File: config.mk
export PLATFORM = sky130hd
export DESIGN_NAME = resp_arb_rr_icache_intc
export DESIGN_NICKNAME = d
export VERILOG_FILES = /design/src/rtl/icache_intc_pkg.sv /design/src/rtl/rr_arb_comb_icache_intc.sv /design/src/rtl/resp_arb_rr_icache_intc.sv
export SDC_FILE = /design/constraint.sdc
export NUM_CORES = 1
export LEC_CHECK = 0
export BUFFER_PORTS_ARGS = -buffer_cell sky130_fd_sc_hd__buf_4
export CAP_MARGIN = 15
export CORE_ASPECT_RATIO = 1.5
export CORE_MARGIN = 2
export CORE_UTILIZATION = 41
export DETAILED_ROUTE_END_ITERATION = 10
export HOLD_SLACK_MARGIN = 0.12
export PLACE_DENSITY = 0.8
export REMOVE_ABC_BUFFERS = 1
export SLEW_MARGIN = 0
export SYNTH_ARGS = -nofsm -noshare
export SYNTH_HDL_FRONTEND = slang
export SYNTH_HIERARCHICAL = 1
export SYNTH_SLANG_ARGS = --single-unit
File: constraint.sdc
create_clock -name clk -period 2.6 [get_ports clk]
set_input_delay 0.26 -clock clk [delete_from_list [all_inputs] [get_ports clk]]
set_output_delay 0.26 -clock clk [all_outputs]
set_load 0.01 [all_outputs]
File: src/rtl/icache_intc_pkg.sv
// Shared defaults and helpers for the instruction-cache interconnect response path.
// Holds no state; only widths and the round-robin pointer wrap.
package icache_intc_pkg;

   localparam int DEF_DATA_WIDTH = 32;
   localparam int DEF_N_CH       = 4;

   // Explicit wrap keeps the pointer legal for non-power-of-two channel counts
   function automatic int next_ptr(input int w, input int n);
      return (w == n - 1) ? 0 : w + 1;
   endfunction

endpackage

File: src/rtl/rr_arb_comb_icache_intc.sv
// Combinational grant: round-robin from ptr (double-width masked scan) or fixed priority, highest index wins.
// Zero latency; grant is one-hot or zero and depends only on req and ptr.
module rr_arb_comb_icache_intc #(
   parameter int N_CH       = 4,
   parameter int FIXED_PRIO = 0,
   parameter int PTR_WIDTH  = $clog2(N_CH)
) (
   input  logic [N_CH-1:0]      req,
   input  logic [PTR_WIDTH-1:0] ptr,
   output logic [N_CH-1:0]      grant
);

   logic [2*N_CH-1:0] req_dbl;
   logic [2*N_CH-1:0] req_msk;
   logic              found;
   int                idx;

   always_comb begin
      req_dbl = {req, req};
      req_msk = '0;
      grant   = '0;
      found   = 1'b0;
      idx     = 0;
      // Bits below ptr in the lower copy are masked; the upper copy supplies the wrap-around
      for (int i = 0; i < 2*N_CH; i++) begin
         if (i >= int'(ptr)) req_msk[i] = req_dbl[i];
      end
      if (FIXED_PRIO != 0) begin
         for (int i = 0; i < N_CH; i++) begin
            if (req[i]) begin
               grant    = '0;
               grant[i] = 1'b1;
            end
         end
      end else begin
         for (int i = 0; i < 2*N_CH; i++) begin
            if (req_msk[i] && !found) begin
               found      = 1'b1;
               idx        = i % N_CH;
               grant[idx] = 1'b1;
            end
         end
      end
   end

endmodule

File: src/rtl/resp_arb_rr_icache_intc.sv
// N-channel response arbiter into one output register; result appears one cycle after acceptance.
// Inputs are accepted only when the output register is empty or draining this cycle.
module resp_arb_rr_icache_intc
   import icache_intc_pkg::*;
#(
   parameter int DATA_WIDTH = DEF_DATA_WIDTH,
   parameter int N_CH       = DEF_N_CH,
   parameter int ID_WIDTH   = $clog2(N_CH),
   parameter int FIXED_PRIO = 0
) (
   input  logic                  clk,
   input  logic                  rst_n,
   input  logic [N_CH-1:0]       resp_valid_i,
   input  logic [DATA_WIDTH-1:0] resp_data_i [N_CH-1:0],
   output logic [N_CH-1:0]       resp_ready_o,
   output logic                  resp_valid_o,
   output logic [DATA_WIDTH-1:0] resp_data_o,
   output logic [ID_WIDTH-1:0]   resp_id_o,
   input  logic                  resp_ready_i
);

   logic [N_CH-1:0]     req;
   logic [N_CH-1:0]     grant;
   logic [ID_WIDTH-1:0] rr_q;
   logic [ID_WIDTH-1:0] win_id;
   logic                load_en;
   logic                xfer;

   // Requests are masked while in reset so nothing can be accepted then
   assign req          = resp_valid_i & {N_CH{rst_n}};
   assign load_en      = ~resp_valid_o | resp_ready_i;
   assign resp_ready_o = grant & {N_CH{load_en}};
   assign xfer         = |resp_ready_o;

   rr_arb_comb_icache_intc #(
      .N_CH       (N_CH),
      .FIXED_PRIO (FIXED_PRIO),
      .PTR_WIDTH  (ID_WIDTH)
   ) u_arb (
      .req   (req),
      .ptr   (rr_q),
      .grant (grant)
   );

   always_comb begin
      win_id = '0;
      for (int i = 0; i < N_CH; i++) begin
         if (grant[i]) win_id = ID_WIDTH'(i);
      end
   end

   always_ff @(posedge clk or negedge rst_n) begin
      if (!rst_n) begin
         rr_q <= '0;
      end else if (FIXED_PRIO == 0 && xfer) begin
         rr_q <= ID_WIDTH'(next_ptr(int'(win_id), N_CH));
      end
   end

   always_ff @(posedge clk or negedge rst_n) begin
      if (!rst_n) begin
         resp_valid_o <= 1'b0;
         resp_data_o  <= '0;
         resp_id_o    <= '0;
      end else if (xfer) begin
         resp_valid_o <= 1'b1;
         resp_data_o  <= resp_data_i[win_id];
         resp_id_o    <= win_id;
      end else if (load_en) begin
         resp_valid_o <= 1'b0;
      end
   end

   a_ready_onehot: assert property (@(posedge clk) disable iff (!rst_n)
      $onehot0(resp_ready_o));

   a_out_stable: assert property (@(posedge clk) disable iff (!rst_n)
      (resp_valid_o && !resp_ready_i) |=>
         (resp_valid_o && $stable(resp_data_o) && $stable(resp_id_o)));

   for (genvar g = 0; g < N_CH; g++) begin : g_in_stable
      a_in_stable: assert property (@(posedge clk) disable iff (!rst_n)
         (resp_valid_i[g] && !resp_ready_o[g]) |=>
            (!resp_valid_i[g] || $stable(resp_data_i[g])));
   end

endmodule
### Yosys cells after proc, flatten, opt, wreduce, memory -nomap -nowiden

Index checks and enable logic that the tools add are counted.

| word-level totals | value |
|---|---|
| word-level logic and storage cells | 55 |
| output and inout port bits | 39 |
| register bits after elaboration | 37 |
| bits of input ports | 135 |

| cells by class | value |
|---|---|
| $lt $le $gt $ge | 4 |
| $add $sub $neg | 1 |
| bitwise logic cells | 4 |
| multiplexer cells | 25 |
| equal/unequal tests | 1 |
| reduce and logical (&&, ||, !) cells | 16 |

Operators by type and width:

| operator | count |
|---|---|
| binary-select mux 32 bit (select 2 bit) | 1 |
| two-way mux 32 bit | 1 |
| two-way mux 1 bit | 20 |
| bitwise AND 4 bit | 2 |
| logical AND 1 bit | 7 |
| zero test 1 bit | 7 |
| two-way mux 2 bit | 3 |
| greater-or-equal comparator 1 x 2 -> 1 bit, first input constant | 2 |
| OR reduction 4 bit | 1 |
| < comparator 2 x 3 -> 1 bit, second input constant | 1 |
| adder 2 x 1 -> 2 bit, second input constant | 1 |
| == test 2 x 1 -> 1 bit, second input constant | 1 |
| greater-or-equal comparator 2 bit, first input constant | 1 |
| nonzero test 2 bit | 1 |
| inverter 1 bit | 1 |
| OR 1 bit | 1 |

### Logic depth before layout (Yosys ltp)

Gate-level depths: netlist (run 1).

| logic depth | value |
|---|---|
| word-level depth | 27 |
| mapped depth | 9 |
| depth with buffers taken out | 7 |

### Hierarchy

Netlist (run 1), hierarchy kept.

By module, submodules not included:

| module | instances | cells an instance | area an instance (sq um) | sequential area each (sq um) |
|---|---|---|---|---|
| resp_arb_rr_icache_intc | 1 | 219 | 2327.2 | 925.9 |
| rr_arb_comb_icache_intc | 1 | 16 | 107.6 | 0.0 |

### Worst setup path after synthesis (run 1)

No wires, ideal clock.

| timing path | value |
|---|---|
| path type | reg-to-reg |
| start | reg rr_q[1] |
| end | reg rr_q[1] |
| period minus slack after synthesis | 2020 ps |
| cell stages (with the launch flop) | 10 |
| arrival | 1895 ps |
| path slack | 580 ps |
| buffers on the path | 2 |
| library setup time | 125 ps |
| path through | dfrtp_1 inv_2 a21oi_1 o221a_1 buf_2 nor2_2 buf_2 inv_1 ha_1 mux2_2 |

| on the way | value |
|---|---|
| word-level cells in the longest chain between the ends | 27 |

Ends and longest elaborated chain:

| element | line | RTL |
|---|---|---|
| from (decl) | resp_arb_rr_icache_intc.sv:24 | `logic [ID_WIDTH-1:0] rr_q;` |
| from (signal assigned) | resp_arb_rr_icache_intc.sv:56 | `rr_q <= ID_WIDTH'(next_ptr(int'(win_id), N_CH));` |
| greater-or-equal comparator 1 x 2 -> 1 bit | rr_arb_comb_icache_intc.sv:26 | `if (i >= int'(ptr)) req_msk[i] = req_dbl[i];` |
| two-way mux 1 bit | rr_arb_comb_icache_intc.sv:26 |  |
| two-way mux 1 bit | rr_arb_comb_icache_intc.sv:37 | `if (req_msk[i] && !found) begin` |
| zero test 1 bit | rr_arb_comb_icache_intc.sv:37 |  |
| logical AND 1 bit | rr_arb_comb_icache_intc.sv:37 |  |
| two-way mux 1 bit | rr_arb_comb_icache_intc.sv:37 |  |
| zero test 1 bit | rr_arb_comb_icache_intc.sv:37 |  |
| logical AND 1 bit | rr_arb_comb_icache_intc.sv:37 |  |
| (+13 left out) | - |  |
| zero test 1 bit | rr_arb_comb_icache_intc.sv:37 |  |
| logical AND 1 bit | rr_arb_comb_icache_intc.sv:37 |  |
| two-way mux 1 bit * | rr_arb_comb_icache_intc.sv:37 |  |
| via grant[3] | resp_arb_rr_icache_intc.sv:23 | `logic [N_CH-1:0] grant;` |
| two-way mux 2 bit * | resp_arb_rr_icache_intc.sv:48 | `if (grant[i]) win_id = ID_WIDTH'(i);` |
| via win_id[1] | resp_arb_rr_icache_intc.sv:25 | `logic [ID_WIDTH-1:0] win_id;` |
| adder 2 x 1 -> 2 bit or == test 2 x 1 -> 1 bit (tied branches) | icache_intc_pkg.sv:10 | `return (w == n - 1) ? 0 : w + 1;` |
| two-way mux 2 bit * | icache_intc_pkg.sv:10 |  |

The timed path passes the listed nets; every way through them passes the cells marked *.
A chain may end at the register's enable or synchronous reset.

### Final worst setup path (run 1)

| timing path | value |
|---|---|
| start | reg rr_q[1] |
| end | reg resp_data_o[0] |

| on the way | value |
|---|---|
| word-level cells in the longest chain between the ends | 27 |

Ends and longest elaborated chain:

| element | line | RTL |
|---|---|---|
| greater-or-equal comparator 1 x 2 -> 1 bit | rr_arb_comb_icache_intc.sv:26 |  |
| two-way mux 1 bit | rr_arb_comb_icache_intc.sv:26 |  |
| two-way mux 1 bit | rr_arb_comb_icache_intc.sv:37 |  |
| zero test 1 bit | rr_arb_comb_icache_intc.sv:37 |  |
| logical AND 1 bit | rr_arb_comb_icache_intc.sv:37 |  |
| two-way mux 1 bit | rr_arb_comb_icache_intc.sv:37 |  |
| zero test 1 bit | rr_arb_comb_icache_intc.sv:37 |  |
| logical AND 1 bit | rr_arb_comb_icache_intc.sv:37 |  |
| (+12 left out) | - |  |
| two-way mux 1 bit | rr_arb_comb_icache_intc.sv:37 |  |
| zero test 1 bit | rr_arb_comb_icache_intc.sv:37 |  |
| logical AND 1 bit | rr_arb_comb_icache_intc.sv:37 |  |
| two-way mux 1 bit * | rr_arb_comb_icache_intc.sv:37 |  |
| via grant[3] | resp_arb_rr_icache_intc.sv:23 |  |
| two-way mux 2 bit | resp_arb_rr_icache_intc.sv:48 |  |
| binary-select mux 32 bit (select 2 bit) | resp_arb_rr_icache_intc.sv:67 | `resp_data_o <= resp_data_i[win_id];` |
| two-way mux 32 bit (implied by the code) | resp_arb_rr_icache_intc.sv:67 |  |
| to (signal assigned) | resp_arb_rr_icache_intc.sv:67 |  |
| to (decl) | resp_arb_rr_icache_intc.sv:17 | `output logic [DATA_WIDTH-1:0] resp_data_o,` |

The timed path passes the listed nets; every way through them passes the cells marked *. The select of a mux whose other input is x is not followed.

==> results.rst, run 1 <==
.. list-table::
   :header-rows: 1

   * - Metric
     - Value
   * - Count of final hold-check violations
     - 0
   * - Number of cells on the worst reg-to-reg path
     - 7
   * - Share of the cycle needed by the critical path after routing
     - 89.4%
   * - CTS sink cnt
     - 37
   * - Endpoint of the worst register-to-register path
     - resp_data_o[0]$_DFFE_PN0P_
   * - Starting density of the core
     - 42.1%
   * - YS warnings
     - 6
   * - Share of power burned in registers
     - 31.5%
   * - Placer's final routability congestion estimate
     - 0.833
   * - Cell chain of the critical path
     - inv_2 -> a21oi_1 -> o221a_1 -> nor2b_2 -> buf_4 -> a222oi_1 -> o31ai_1
   * - Slowest stage cell, crit path
     - sky130_fd_sc_hd__nor2b_2
   * - Congestion Overflow GR
     - 0
   * - Post-synthesis sequential area ratio
     - 38.0%
   * - Clock input transition at the sequential cells of the worst setup and hold paths
     - 80 ps
   * - Clock Skew
     - 5.90 ps
   * - Switch Pwr
     - 1.20 mW
   * - Total power draw
     - 3.20 mW
   * - Iteration-0 DRC count of the detailed router
     - 389
   * - Slew at the pin closest to its max-slew limit
     - 619 ps
   * - Combinational cell fraction of total power
     - 52.2%
   * - Combined global-route utilization of all metal layers
     - 26.7%
   * - Slowest cell delay on critical path
     - 530 ps
   * - Maximum achievable frequency
     - 0.430 GHz
   * - Synth Cell Area
     - 2430 um2
   * - Number of non-filler instances in the completed layout
     - 472
   * - Core footprint
     - 5790 um2
   * - Status
     - finished, final reports clean
   * - FFs w/ async S/R, synth
     - 100%
   * - Fin. max-slew vios
     - 0
   * - Routed Wire Length
     - 8550 um
   * - Routed WL per cell
     - 18.1 um
   * - Critical R2R Launch
     - rr_q[1]$_DFFE_PN0P_
   * - Number of synthesized flops with an enable pin
     - 0
   * - Max Fanout on Critical Path
     - 19
   * - Most used flip-flop cell after synthesis
     - sky130_fd_sc_hd__dfrtp_1
   * - Synthesized instance count
     - 235
   * - Initial antenna violation count
     - 0
   * - Row count
     - 34
   * - Yosys cell types
     - 30
   * - Wire length of the first global-routing pass
     - 13500 um
   * - Number of H-tree branching levels
     - 2
   * - Hpwl dp
     - 6420 um
   * - Minimum clock period
     - 2320 ps
   * - FF+latch count, synth
     - 37
   * - Final design instance area without fill
     - 3920 um2
   * - # port buffers
     - 173
   * - Ratio of total power to cell area
     - 818 nW/um2
   * - Worst slew margin relative to its limit
     - 58.6%
   * - Max Root-Sink Buffers
     - 2
   * - CTS root buf
     - sky130_fd_sc_hd__clkbuf_8
   * - Net switching fraction of the power
     - 37.5%
   * - Total via count after detailed routing
     - 2766
   * - Number of design rule violations left after detail routing
     - 0
   * - Worst Setup SP
     - rr_q[1]$_DFFE_PN0P_
   * - Leak Pwr
     - 1.87 nW
   * - CTS tree
     - built
   * - TritonCTS Buffers
     - 5
   * - Initial DRT Pass Iterations
     - 9
   * - Post-route worst setup slack
     - 277 ps
   * - Die extent in x
     - 66.9 um
   * - Setup TNS
     - 0 ps
   * - Crit path buf inv count
     - 2
   * - Fillcell total
     - 495
   * - Setup bufs post-CTS
     - 0
   * - Start-to-end type of the worst setup path
     - flop to flop
   * - Number of antenna repair diodes
     - 0
   * - Clock power share
     - 16.3%
   * - Vias in the first global route
     - 2752
   * - Worst-skew pair later-pin latency
     - 290 ps
   * - Die Y-Extent
     - 98.4 um
   * - Endpoint arrival time on the critical path
     - 2520 ps
   * - Pre-CTS setup slack
     - 167 ps
   * - Area of placed instances
     - 3790 um2
   * - Peak supply drop
     - 485 uV
   * - Post-Place Cells
     - 463
   * - Type of destination of the critical path
     - flop
   * - Layout net count
     - 535
   * - Ratio of cells with drive above 1 in the final layout
     - 58.3%
   * - Type of the most critical hold path
     - input pin to flop
   * - Worst Setup Start Kind
     - flop
   * - Worst setup endpoint
     - resp_data_o[0]$_DFFE_PN0P_
   * - Largest net degree at the start of global routing
     - 40
   * - Layout overhead on the synthesized area
     - 60.9%
   * - Required arrival time at the worst endpoint
     - 2800 ps
   * - Critical path depth
     - 7
   * - Number of ports placed on the die boundary
     - 174
   * - Dominant delay contributor by cell family on the critical path
     - compound AO/OA/AOI/OAI gates
   * - Area of the die
     - 6580 um2
   * - Count of final setup violators
     - 0
   * - Unrepaired setup endpoints after global routing
     - no
   * - Max-Cap Viols
     - 0
   * - Number of nets still failing antenna checks after routing
     - 0
   * - Internal Dissipation
     - 2.00 mW
   * - Synthesized area per cell
     - 10.4 um2
   * - Ratio of routed vias to standard cells
     - 5.86
   * - R2R setup slack
     - 280 ps
-- worst reg2reg max path, stage by stage, from the launching register on --
cell and delay [ps]:
sky130_fd_sc_hd__dfrtp_1 470, sky130_fd_sc_hd__inv_2 90, sky130_fd_sc_hd__a21oi_1 60, sky130_fd_sc_hd__o221a_1 330, sky130_fd_sc_hd__nor2b_2 540, sky130_fd_sc_hd__buf_4 370
sky130_fd_sc_hd__a222oi_1 130, sky130_fd_sc_hd__o31ai_1 240
-- area by class of cell --
cell class	count	area (um2)	share of cell area, %
Timing Repair Buffer	186	1410	36.0
Multi-Input combinational cell	165	1360	34.7
Sequential cell	37	926	23.6
Tap cell	72	90.1	2.30
Clock buffer	7	86.3	2.20
Clock inverter	1	30.0	0.767
Inverter	4	15.0	0.383
-- registers in the layout (all words and copies together) (netlist names) --
signal / cells
resp_id_o: 2
rr_q: 2
resp_valid_o: 1
resp_data_o: 32
-- cells by family (layout without fill, tap and decap cells) --
| kind of cell | count (synthesis) | after routing | synth area share [%] |
|---|---|---|---|
| compound gates | 112 | 112 | 34.2 |
| fa+ha+maj | 1 | 1 | 0.514 |
| buf+inv | 33 | 198 | 6.47 |
| flops | 37 | 37 | 38.0 |
| mux | 34 | 34 | 15.7 |
| simple gates | 18 | 18 | 5.04 |
-- stage by stage --
stage          utilization, %  hold WS (ps)
3_3_place_gp             65.5           247
2_1_floorplan               -         -35.6
5_1_grt                  67.7           324
3_5_place_dp             65.5           259
4_1_cts                  67.7           304
6_report                 67.7           301
-- cells in the final DEF, fill, tap and decap left out, drive strengths merged --
cell type and n:
dlygate4sd3 1, o21ai 37, nand2b 1, buf 185
mux2 34, o22ai 2, ha 1, a222oi 32
a2bb2oi 1, nand2 1, a32o 1, clkbuf 7
o221a 1, o21a 1, nor2 4, dfrtp 37
o41ai 1, o31ai 32, nor4 1, a21o 1
and2 8, inv 4, a21oi 2, bufinv 1
o211a 1, nor2b 3
-- cells in the mapped netlist (3+ instances only) --
cell / count / area (um2)
sky130_fd_sc_hd__o21ai_0: 30 / 150
sky130_fd_sc_hd__inv_1: 3 / 11.3
sky130_fd_sc_hd__o31ai_1: 32 / 240
sky130_fd_sc_hd__nor2_1: 3 / 11.3
sky130_fd_sc_hd__and2_1: 8 / 50.1
sky130_fd_sc_hd__dfrtp_1: 37 / 926
sky130_fd_sc_hd__clkbuf_1: 13 / 48.8
sky130_fd_sc_hd__o21ai_1: 7 / 35.0
sky130_fd_sc_hd__a222oi_1: 32 / 320
sky130_fd_sc_hd__mux2_2: 34 / 383
sky130_fd_sc_hd__buf_2: 12 / 60.1
sky130_fd_sc_hd__buf_4: 3 / 22.5
-- layer usage --
metal | share of wire [%] | wire length (um) | vias up | track usage, %
met2 | 55 | 4690 | 124 | 45.9
met5 | 0 | 0 | - | 0
met1 | 37 | 3140 | 1328 | 32.6
li1 | - | - | 1294 | -
met3 | 5.7 | 486 | 20 | 4.49
met4 | 2.8 | 240 | 0 | 10.4
-- power by group through the flow --
| stage | Combinational, mW | Sequential, mW | Clock (mW) |
|---|---|---|---|
| after global placement | 1.64 | 1.00 | 0 |
| after CTS | 1.68 | 1.01 | 0.528 |
| after global routing | 1.81 | 1.04 | 0.554 |
| after floorplan | 0.718 | 1.11 | 0 |
| after detailed placement | 1.67 | 1.01 | 0 |
| final | 1.67 | 1.01 | 0.521 |
-- repair_timing --
item | 4_1_cts | 5_1_grt
gates resized for setup | 0 | 0
hold endpoints to repair | 37 | 0
setup endpoints to repair | 0 | 0
hold buffers | 1 | 0
-- how the worst min path moves through the flow --
stage | endpoint | cells after the start | start
finish | resp_valid_o$_DFFE_PN0P_ | 3 | resp_ready_i
global route | resp_valid_o$_DFFE_PN0P_ | 3 | resp_ready_i
CTS | resp_valid_o$_DFFE_PN0P_ | 3 | resp_ready_i
detailed placement | resp_valid_o$_DFFE_PN0P_ | 2 | rst_n
global placement | resp_data_o[12]$_DFFE_PN0P_ | 2 | rst_n
floorplan | resp_data_o[0]$_DFFE_PN0P_ | 0 | rst_n
No activity file was read; power rests on OpenSTA's default activity.
==> run 2, diff against run 1 <==
ABC_AREA = 1   (was unset)
CORE_UTILIZATION = 45   (was 41)
PLACE_DENSITY = 0.81   (was 0.8)
==> run 2 against run 1 <==
- largest power group unchanged
- count of clock-buffer cells in the layout rose by 1
- sequential cell count did not move
- register-to-register slack got worse by 40 ps
- synthesized cell count increased by 140%
- fmax is 1.5% lower
- global-route usage shrank 0.59 points
- cell count up 72%
- highest routed layer unchanged
- sequential power barely moved
- non-clock buffer count is 3 lower
- combinational power grew 19%
==> results.rst, run 2 <==
.. list-table::
   :header-rows: 1

   * - Metric
     - Value
   * - Status
     - finished, final reports clean
   * - Number of H-tree branching levels
     - 2 (unchanged)
   * - Fillcell total
     - 664 (+34%)
   * - Synthesized area per cell
     - 5.41 um2 (-48%)
   * - Count of final setup violators
     - 0 (unchanged)
   * - # port buffers
     - 173 (unchanged)
   * - Required arrival time at the worst endpoint
     - 2810 ps (about the same)
   * - Minimum clock period
     - 2360 ps (+35.9 ps)
   * - Most used flip-flop cell after synthesis
     - sky130_fd_sc_hd__dfrtp_1
   * - Final design instance area without fill
     - 4500 um2 (+15%)
   * - Leading registers by flop count
     - resp_data_o (32), resp_id_o (2), rr_q (2)
   * - Initial antenna violation count
     - 0 (unchanged)
   * - Unrepaired setup endpoints after global routing
     - no
   * - Initial DRT Pass Iterations
     - 7 (-2)
   * - Highest metal used
     - met4
   * - Hold path cells
     - 4 (+1)
   * - Worst slew margin relative to its limit
     - 40.8% (-18 points)
   * - Number of flip-flops in the largest register
     - 32 (unchanged)
   * - Total via count after detailed routing
     - 3924 (+42%)
   * - Vias in the first global route
     - 3665 (+33%)
   * - Maximum achievable frequency
     - 0.424 GHz (-1.5%)
   * - Cell repeated most along the worst path
     - sky130_fd_sc_hd__nand2_2
   * - Slowest cell delay on critical path
     - 420 ps (-110 ps)
   * - Ratio of cells with drive above 1 in the final layout
     - 27.0% (-31 points)
   * - Yosys cell types
     - 21 (-30%)
   * - Routed Wire Length
     - 9790 um (+14%)
   * - Synth Cell Area
     - 3100 um2 (+27%)
   * - Leading area contributor after synthesis
     - sky130_fd_sc_hd__dfrtp_1
   * - Ratio of total power to cell area
     - 753 nW/um2 (-7.9%)
   * - Dominant cells by area after synthesis
     - sky130_fd_sc_hd__dfrtp_1 30%, sky130_fd_sc_hd__nand2_1 29%, sky130_fd_sc_hd__nor2_1 16%, sky130_fd_sc_hd__inv_1 9.4%, sky130_fd_sc_hd__nand3_1 5.5%
   * - Register with the highest flop count
     - resp_data_o
   * - Cell chain of the critical path
     - inv_1 -> nand2_2 -> nand4_2 -> o21ai_1 -> inv_1 -> nand2_2 -> nand2_2 -> ha_1 -> or2_0 -> o21ai_1
   * - Area used by sequential logic in the layout
     - 926 um2 (unchanged)
   * - Most frequently used cell type in the post-synthesis netlist
     - sky130_fd_sc_hd__nand2_1
   * - Largest net degree at the start of global routing
     - 66 (+65%)
   * - Number of nets still failing antenna checks after routing
     - 0 (unchanged)
   * - Row count
     - 37 (+8.8%)
   * - Type of the most critical hold path
     - input pin to flop
   * - Post-Place Cells
     - 802 (+73%)
   * - Endpoint arrival time on the critical path
     - 2570 ps (+50 ps)
   * - WL met1
     - 3550 um (+13%)
   * - Destination of the worst hold path
     - resp_valid_o$_DFFE_PN0P_
   * - Share of the cycle needed by the critical path after routing
     - 90.7% (+1.4 points)
   * - Routed length on met2
     - 5320 um (+13%)
   * - Synthesized instance count
     - 574 (+140%)
   * - R2R setup slack
     - 240 ps (-40 ps)
   * - Placer's final routability congestion estimate
     - 0.864 (+3.8%)
   * - Max-Cap Viols
     - 0 (unchanged)
   * - Hpwl dp
     - 7090 um (+10%)
   * - Most numerous cell types in the synthesized netlist
     - 242 x sky130_fd_sc_hd__nand2_1, 134 x sky130_fd_sc_hd__nor2_1, 78 x sky130_fd_sc_hd__inv_1
   * - Number of antenna repair diodes
     - 0 (unchanged)
   * - Number of synthesized flops with an enable pin
     - 0 (unchanged)
   * - Area of placed instances
     - 4390 um2 (+16%)
   * - Type of destination of the critical path
     - flop
   * - Max Root-Sink Buffers
     - 2 (unchanged)
   * - Count of final hold-check violations
     - 0 (unchanged)
   * - Number of cells on the worst reg-to-reg path
     - 10 (+3)
   * - Crit path buf inv count
     - 2 (unchanged)
   * - Wire length of the first global-routing pass
     - 15900 um (+18%)
   * - Slew at the pin closest to its max-slew limit
     - 887 ps (+268 ps)
   * - YS warnings
     - 6 (unchanged)
   * - Critical R2R Launch
     - rr_q[1]$_DFFE_PN0P_
   * - Number of non-filler instances in the completed layout
     - 814 (+72%)
   * - Iteration-0 DRC count of the detailed router
     - 262 (-33%)
   * - Core footprint
     - 6760 um2 (+17%)
   * - Ratio of routed vias to standard cells
     - 4.82 (-18%)
   * - Leading cell type in the layout, fill and taps excluded
     - sky130_fd_sc_hd__nand2_1
   * - CTS sink cnt
     - 37 (unchanged)
   * - Post-route worst setup slack
     - 241 ps (-35.9 ps)
   * - Congestion Overflow GR
     - 0 (unchanged)
   * - Met3 Wirelength
     - 668 um (+37%)
   * - Critical path depth
     - 10 (+3)
   * - Routed WL per cell
     - 12.0 um (-34%)
   * - Starting density of the core
     - 45.9% (+3.8 points)
   * - Worst Setup Start Kind
     - flop
   * - Clock Skew
     - 6.26 ps (+0.359 ps)
   * - Leak Pwr
     - 2.87 nW (+53%)
   * - Endpoint of the worst register-to-register path
     - rr_q[0]$_DFFE_PN0P_
   * - Layout net count
     - 871 (+63%)
   * - Combined global-route utilization of all metal layers
     - 26.1% (-0.59 points)
   * - Post-synth top area share
     - 29.8% (-8.2 points)
   * - Peak supply drop
     - 374 uV (-23%)
   * - Dominant delay contributor by cell family on the critical path
     - simple AND/OR/NAND/NOR gates
   * - Die Y-Extent
     - 106 um (+7.5%)
   * - Post-synthesis sequential area ratio
     - 29.8% (-8.2 points)
   * - Multi-input gate area
     - 1710 um2 (+26%)
   * - CTS tree
     - built
   * - Worst-skew pair later-pin latency
     - 280 ps (about the same)
   * - Area of the die
     - 7590 um2 (+15%)
   * - Post-CTS Resized
     - 0 (unchanged)
   * - Slowest stage cell, crit path
     - sky130_fd_sc_hd__o21ai_1
   * - Fin. max-slew vios
     - 0 (unchanged)
   * - Max Fanout on Critical Path
     - 21 (+2)
   * - Clock input transition at the sequential cells of the worst setup and hold paths
     - 70 ps (about the same)
   * - Die extent in x
     - 71.8 um (+7.3%)
   * - Pre-CTS setup slack
     - -251 ps (-418 ps)
   * - Commonest cells after routing, fill and taps aside
     - 242 x sky130_fd_sc_hd__nand2_1, 182 x sky130_fd_sc_hd__buf_4, 134 x sky130_fd_sc_hd__nor2_1
   * - FF+latch count, synth
     - 37 (unchanged)
   * - CTS root buf
     - sky130_fd_sc_hd__clkbuf_8
   * - Start-to-end type of the worst setup path
     - flop to flop
   * - Number of ports placed on the die boundary
     - 174 (unchanged)
   * - Layout overhead on the synthesized area
     - 44.9%
   * - Number of design rule violations left after detail routing
     - 0 (unchanged)
   * - Startpoint of the most critical hold path
     - resp_ready_i
   * - FFs w/ async S/R, synth
     - 100% (unchanged)
   * - TritonCTS Buffers
     - 5 (unchanged)
[run 2: tightest hold or removal path, cell delays in order]
cell                      delay, ps
sky130_fd_sc_hd__buf_4           80
sky130_fd_sc_hd__nor2_2          60
sky130_fd_sc_hd__inv_1           60
sky130_fd_sc_hd__nand2_1         50
[run 2: worst max path at each step]
stage	start	end
after floorplan	rr_q[1]$_DFFE_PN0P_	rr_q[1]$_DFFE_PN0P_
after global placement	rst_n	rr_q[0]$_DFFE_PN0P_
after detailed placement	rst_n	rr_q[0]$_DFFE_PN0P_
after CTS	rr_q[0]$_DFFE_PN0P_	rr_q[0]$_DFFE_PN0P_
after global routing	rr_q[1]$_DFFE_PN0P_	resp_data_o[13]$_DFFE_PN0P_
final	rr_q[1]$_DFFE_PN0P_	rr_q[0]$_DFFE_PN0P_
[run 2: cell families (layout without fill, tap and decap cells)]
group,after synthesis,in the layout,share of synthesized area [%]
flops,37,37,29.8
compound gates,5,5,0.887
fa+ha+maj,1,1,0.403
buf+inv,111,272,15.6
simple gates,420,421,53.3
[run 2: per-layer routing]
metal / GRT usage [%] / vias up
met4: 11.5 / 0
met3: 4.30 / 18
met5: 0 / -
met2: 47.8 / 150
met1: 28.9 / 1774
li1: - / 1982
[run 2: area by class of cell]
class                           instances  share of cell area, %
Tap cell                               78                   2.17
Multi-Input combinational cell        427                   38.1
Clock buffer                            8                   1.78
Sequential cell                        37                   20.6
Timing Repair Buffer                  183                   30.6
Inverter                               81                   6.76
[run 2: stage by stage]
| stage | util [%] | total power, mW | hold WS [ps] | TNS (ps) |
|---|---|---|---|---|
| 2_1_floorplan | - | 2.06 | -35.6 | -29870 |
| 3_3_place_gp | 64.9 | 2.94 | 87.3 | -183 |
| 3_5_place_dp | 64.9 | 2.99 | 88.9 | -720 |
| 4_1_cts | 66.3 | 3.39 | 258 | 0 |
| 5_1_grt | 66.5 | 3.69 | 283 | 0 |
| 6_report | 66.5 | 3.39 | 267 | 0 |
[run 2: where the power goes]
group	internal, mW	total [mW]	switching, mW
registers	0.854	1.01	0.160
clock network	0.190	0.379	0.189
logic	0.855	1.99	1.14
total	1.90	3.39	1.49
[run 2: timing repair]
item	CTS	global route
endpoints found under the setup margin	2	2
endpoints found under the hold margin	15	0
hold buffers	1	0
cloned	1	0
pin swaps	1	1
buffers inserted	0	2
==> run 3, diff against run 2 <==
CORE_UTILIZATION = 41   (was 45)
PLACE_DENSITY = 0.78   (was 0.81)
clock period = 1.9 ns   (was 2.6 ns; I/O delays follow)
==> run 3 against run 2 <==
- power up 43%
- routed wire length up 4.5%
- cell count up 4.2%
- clock power up 38%
- clock skew about the same
- cell area up 5.3%
- core utilization down 1.4 points
- via count down 0.51%
- first-iteration DRC count down 7.6%
- critical path type is now flop to output port
- largest power group unchanged
==> results.rst, run 3 (synthesis gave the netlist of run 2 again) <==
.. list-table::
   :header-rows: 1

   * - Metric
     - Value
   * - Worst Setup Start Kind
     - flop
   * - Worst-skew pair later-pin latency
     - 290 ps (about the same)
   * - Congestion Overflow GR
     - 0 (unchanged)
   * - Type of the most critical hold path
     - input pin to flop
   * - Peak supply drop
     - 525 uV (+40%)
   * - Number of ports placed on the die boundary
     - 174 (unchanged)
   * - Layout net count
     - 883 (+1.4%)
   * - Row count
     - 38 (+2.7%)
   * - Number of flip-flops in the largest register
     - 32 (unchanged)
   * - TritonCTS Buffers
     - 5 (unchanged)
   * - Worst slew margin relative to its limit
     - 82.0% (+41 points)
   * - Leak Pwr
     - 2.97 nW (+3.5%)
   * - Routed Wire Length
     - 10200 um (+4.5%)
   * - Placer's final routability congestion estimate
     - 0.892 (+3.2%)
   * - Die Y-Extent
     - 111 um (+4.6%)
   * - Final design instance area without fill
     - 4740 um2 (+5.3%)
   * - Status
     - finished, final reports clean
   * - Number of design rule violations left after detail routing
     - 0 (unchanged)
   * - Combined global-route utilization of all metal layers
     - 24.9% (-1.3 points)
   * - Number of H-tree branching levels
     - 2 (unchanged)
   * - Slew at the pin closest to its max-slew limit
     - 269 ps (-617 ps)
   * - Start-to-end type of the worst setup path
     - flop to output port
   * - Type of destination of the critical path
     - output port
   * - CTS root buf
     - sky130_fd_sc_hd__clkbuf_8
   * - Iteration-0 DRC count of the detailed router
     - 242 (-7.6%)
   * - Core footprint
     - 7270 um2 (+7.6%)
   * - Starting density of the core
     - 42.7% (-3.3 points)
   * - Required arrival time at the worst endpoint
     - 1710 ps (-1100 ps)
   * - Count of final setup violators
     - 0 (unchanged)
   * - Die extent in x
     - 75.0 um (+4.5%)
   * - Ratio of cells with drive above 1 in the final layout
     - 29.0% (+2.0 points)
   * - Fin. max-slew vios
     - 0 (unchanged)
   * - Routed WL per cell
     - 12.1 um (+0.27%)
   * - Count of final hold-check violations
     - 0 (unchanged)
   * - Unrepaired setup endpoints after global routing
     - yes
   * - CTS tree
     - built
   * - Minimum clock period
     - 1830 ps
   * - Initial DRT Pass Iterations
     - 4 (-3)
   * - Max Fanout on Critical Path
     - 4 (-81%)
   * - Ratio of routed vias to standard cells
     - 4.60 (-4.5%)
   * - Max Root-Sink Buffers
     - 2 (unchanged)
   * - Number of non-filler instances in the completed layout
     - 848 (+4.2%)
   * - CTS sink cnt
     - 37 (unchanged)
   * - Vias in the first global route
     - 3719 (+1.5%)
   * - Leading cell type in the layout, fill and taps excluded
     - sky130_fd_sc_hd__nand2_1
   * - Post-Place Cells
     - 836 (+4.2%)
   * - Leading registers by flop count
     - resp_data_o (32), resp_id_o (2), rr_q (2)
   * - Share of the cycle needed by the critical path after routing
     - 96.1%
   * - Ratio of total power to cell area
     - 1020 nW/um2 (+36%)
   * - Commonest cells after routing, fill and taps aside
     - 240 x sky130_fd_sc_hd__nand2_1, 188 x sky130_fd_sc_hd__buf_4, 133 x sky130_fd_sc_hd__nor2_1
   * - Initial antenna violation count
     - 0 (unchanged)
   * - Wire length of the first global-routing pass
     - 16300 um (+2.6%)
   * - Area of placed instances
     - 4530 um2 (+3.3%)
   * - Max-Cap Viols
     - 0 (unchanged)
   * - Maximum achievable frequency
     - 0.548 GHz
   * - Area of the die
     - 8300 um2 (+9.3%)
   * - Largest net degree at the start of global routing
     - 35 (-47%)
   * - # port buffers
     - 173 (unchanged)
   * - Hpwl dp
     - 7820 um (+10%)
   * - Total via count after detailed routing
     - 3904 (-0.51%)
   * - Number of nets still failing antenna checks after routing
     - 0 (unchanged)
   * - Layout overhead on the synthesized area
     - 52.6%
   * - Clock input transition at the sequential cells of the worst setup and hold paths
     - 70 ps (about the same)
   * - Register with the highest flop count
     - resp_data_o
   * - Setup TNS
     - 0 ps (unchanged)
   * - Endpoint arrival time on the critical path
     - 1640 ps (-930 ps)
   * - Number of antenna repair diodes
     - 0 (unchanged)
   * - Clock Skew
     - 6.28 ps (+0.0233 ps)
-- run 3: final cells by class --
class	instances	area, um2
clock buffers	8	80.1
fillers	706	2540
inverters	81	312
multi-input cells	426	1750
flip-flops and latches	37	926
well taps	100	125
repair buffers	196	1540
-- run 3: routing by layer --
metal  track usage, %  share of wire [%]
met1             28.6                 37
met2             43.9                 54
met3             3.01                5.0
met4             11.3                3.3
met5                0                  0
-- run 3: worst paths after layout --
kind	start	to	slack, ps	depth (start not counted)
max	rr_q[1]$_DFFE_PN0P_	resp_ready_o[1]	70	7
max in group asynchronous	rst_n	resp_data_o[9]$_DFFE_PN0P_	1220	3
min in group asynchronous	rst_n	resp_data_o[10]$_DFFE_PN0P_	470	3
max reg2reg	rr_q[1]$_DFFE_PN0P_	rr_q[0]$_DFFE_PN0P_	90	10
min	resp_ready_i	resp_id_o[1]$_DFFE_PN0P_	220	3
min reg2reg	resp_data_o[8]$_DFFE_PN0P_	resp_data_o[8]$_DFFE_PN0P_	480	2
-- run 3: metrics by stage --
stage          setup WS, ps  hold slack (ps)  power (mW)  utilization, %
4_1_cts                7.17              217        4.77            63.7
6_report               73.7              223        4.84            65.1
2_1_floorplan         -1660             -106        2.82               -
3_3_place_gp           18.8              195        4.14            62.2
3_5_place_dp          -61.0              203        4.21            62.2
5_1_grt               -39.9              242        5.26            65.1
-- run 3: report_power, final --
part / total [mW] / internal, mW / switching [mW]
logic: 2.93 / 1.32 / 1.61
clock network: 0.524 / 0.260 / 0.264
registers: 1.39 / 1.17 / 0.221
-- run 3: worst max-delay path, cell delays in order (launching register included) --
cell and delay (ps):
sky130_fd_sc_hd__dfrtp_1 380, sky130_fd_sc_hd__inv_1 90, sky130_fd_sc_hd__nand2_2 140, sky130_fd_sc_hd__nand4_4 140
sky130_fd_sc_hd__a21oi_4 220, sky130_fd_sc_hd__inv_1 100, sky130_fd_sc_hd__nor2_1 140, sky130_fd_sc_hd__buf_4 140
-- run 3: what timing repair did --
item / CTS / global route
gates resized for setup: 5 / 19
hold buffers: 1 / 0
pin swaps: 0 / 6
hold endpoints to repair: 37 / 0
buffers inserted: 0 / 3
setup endpoints to repair: 36 / 35
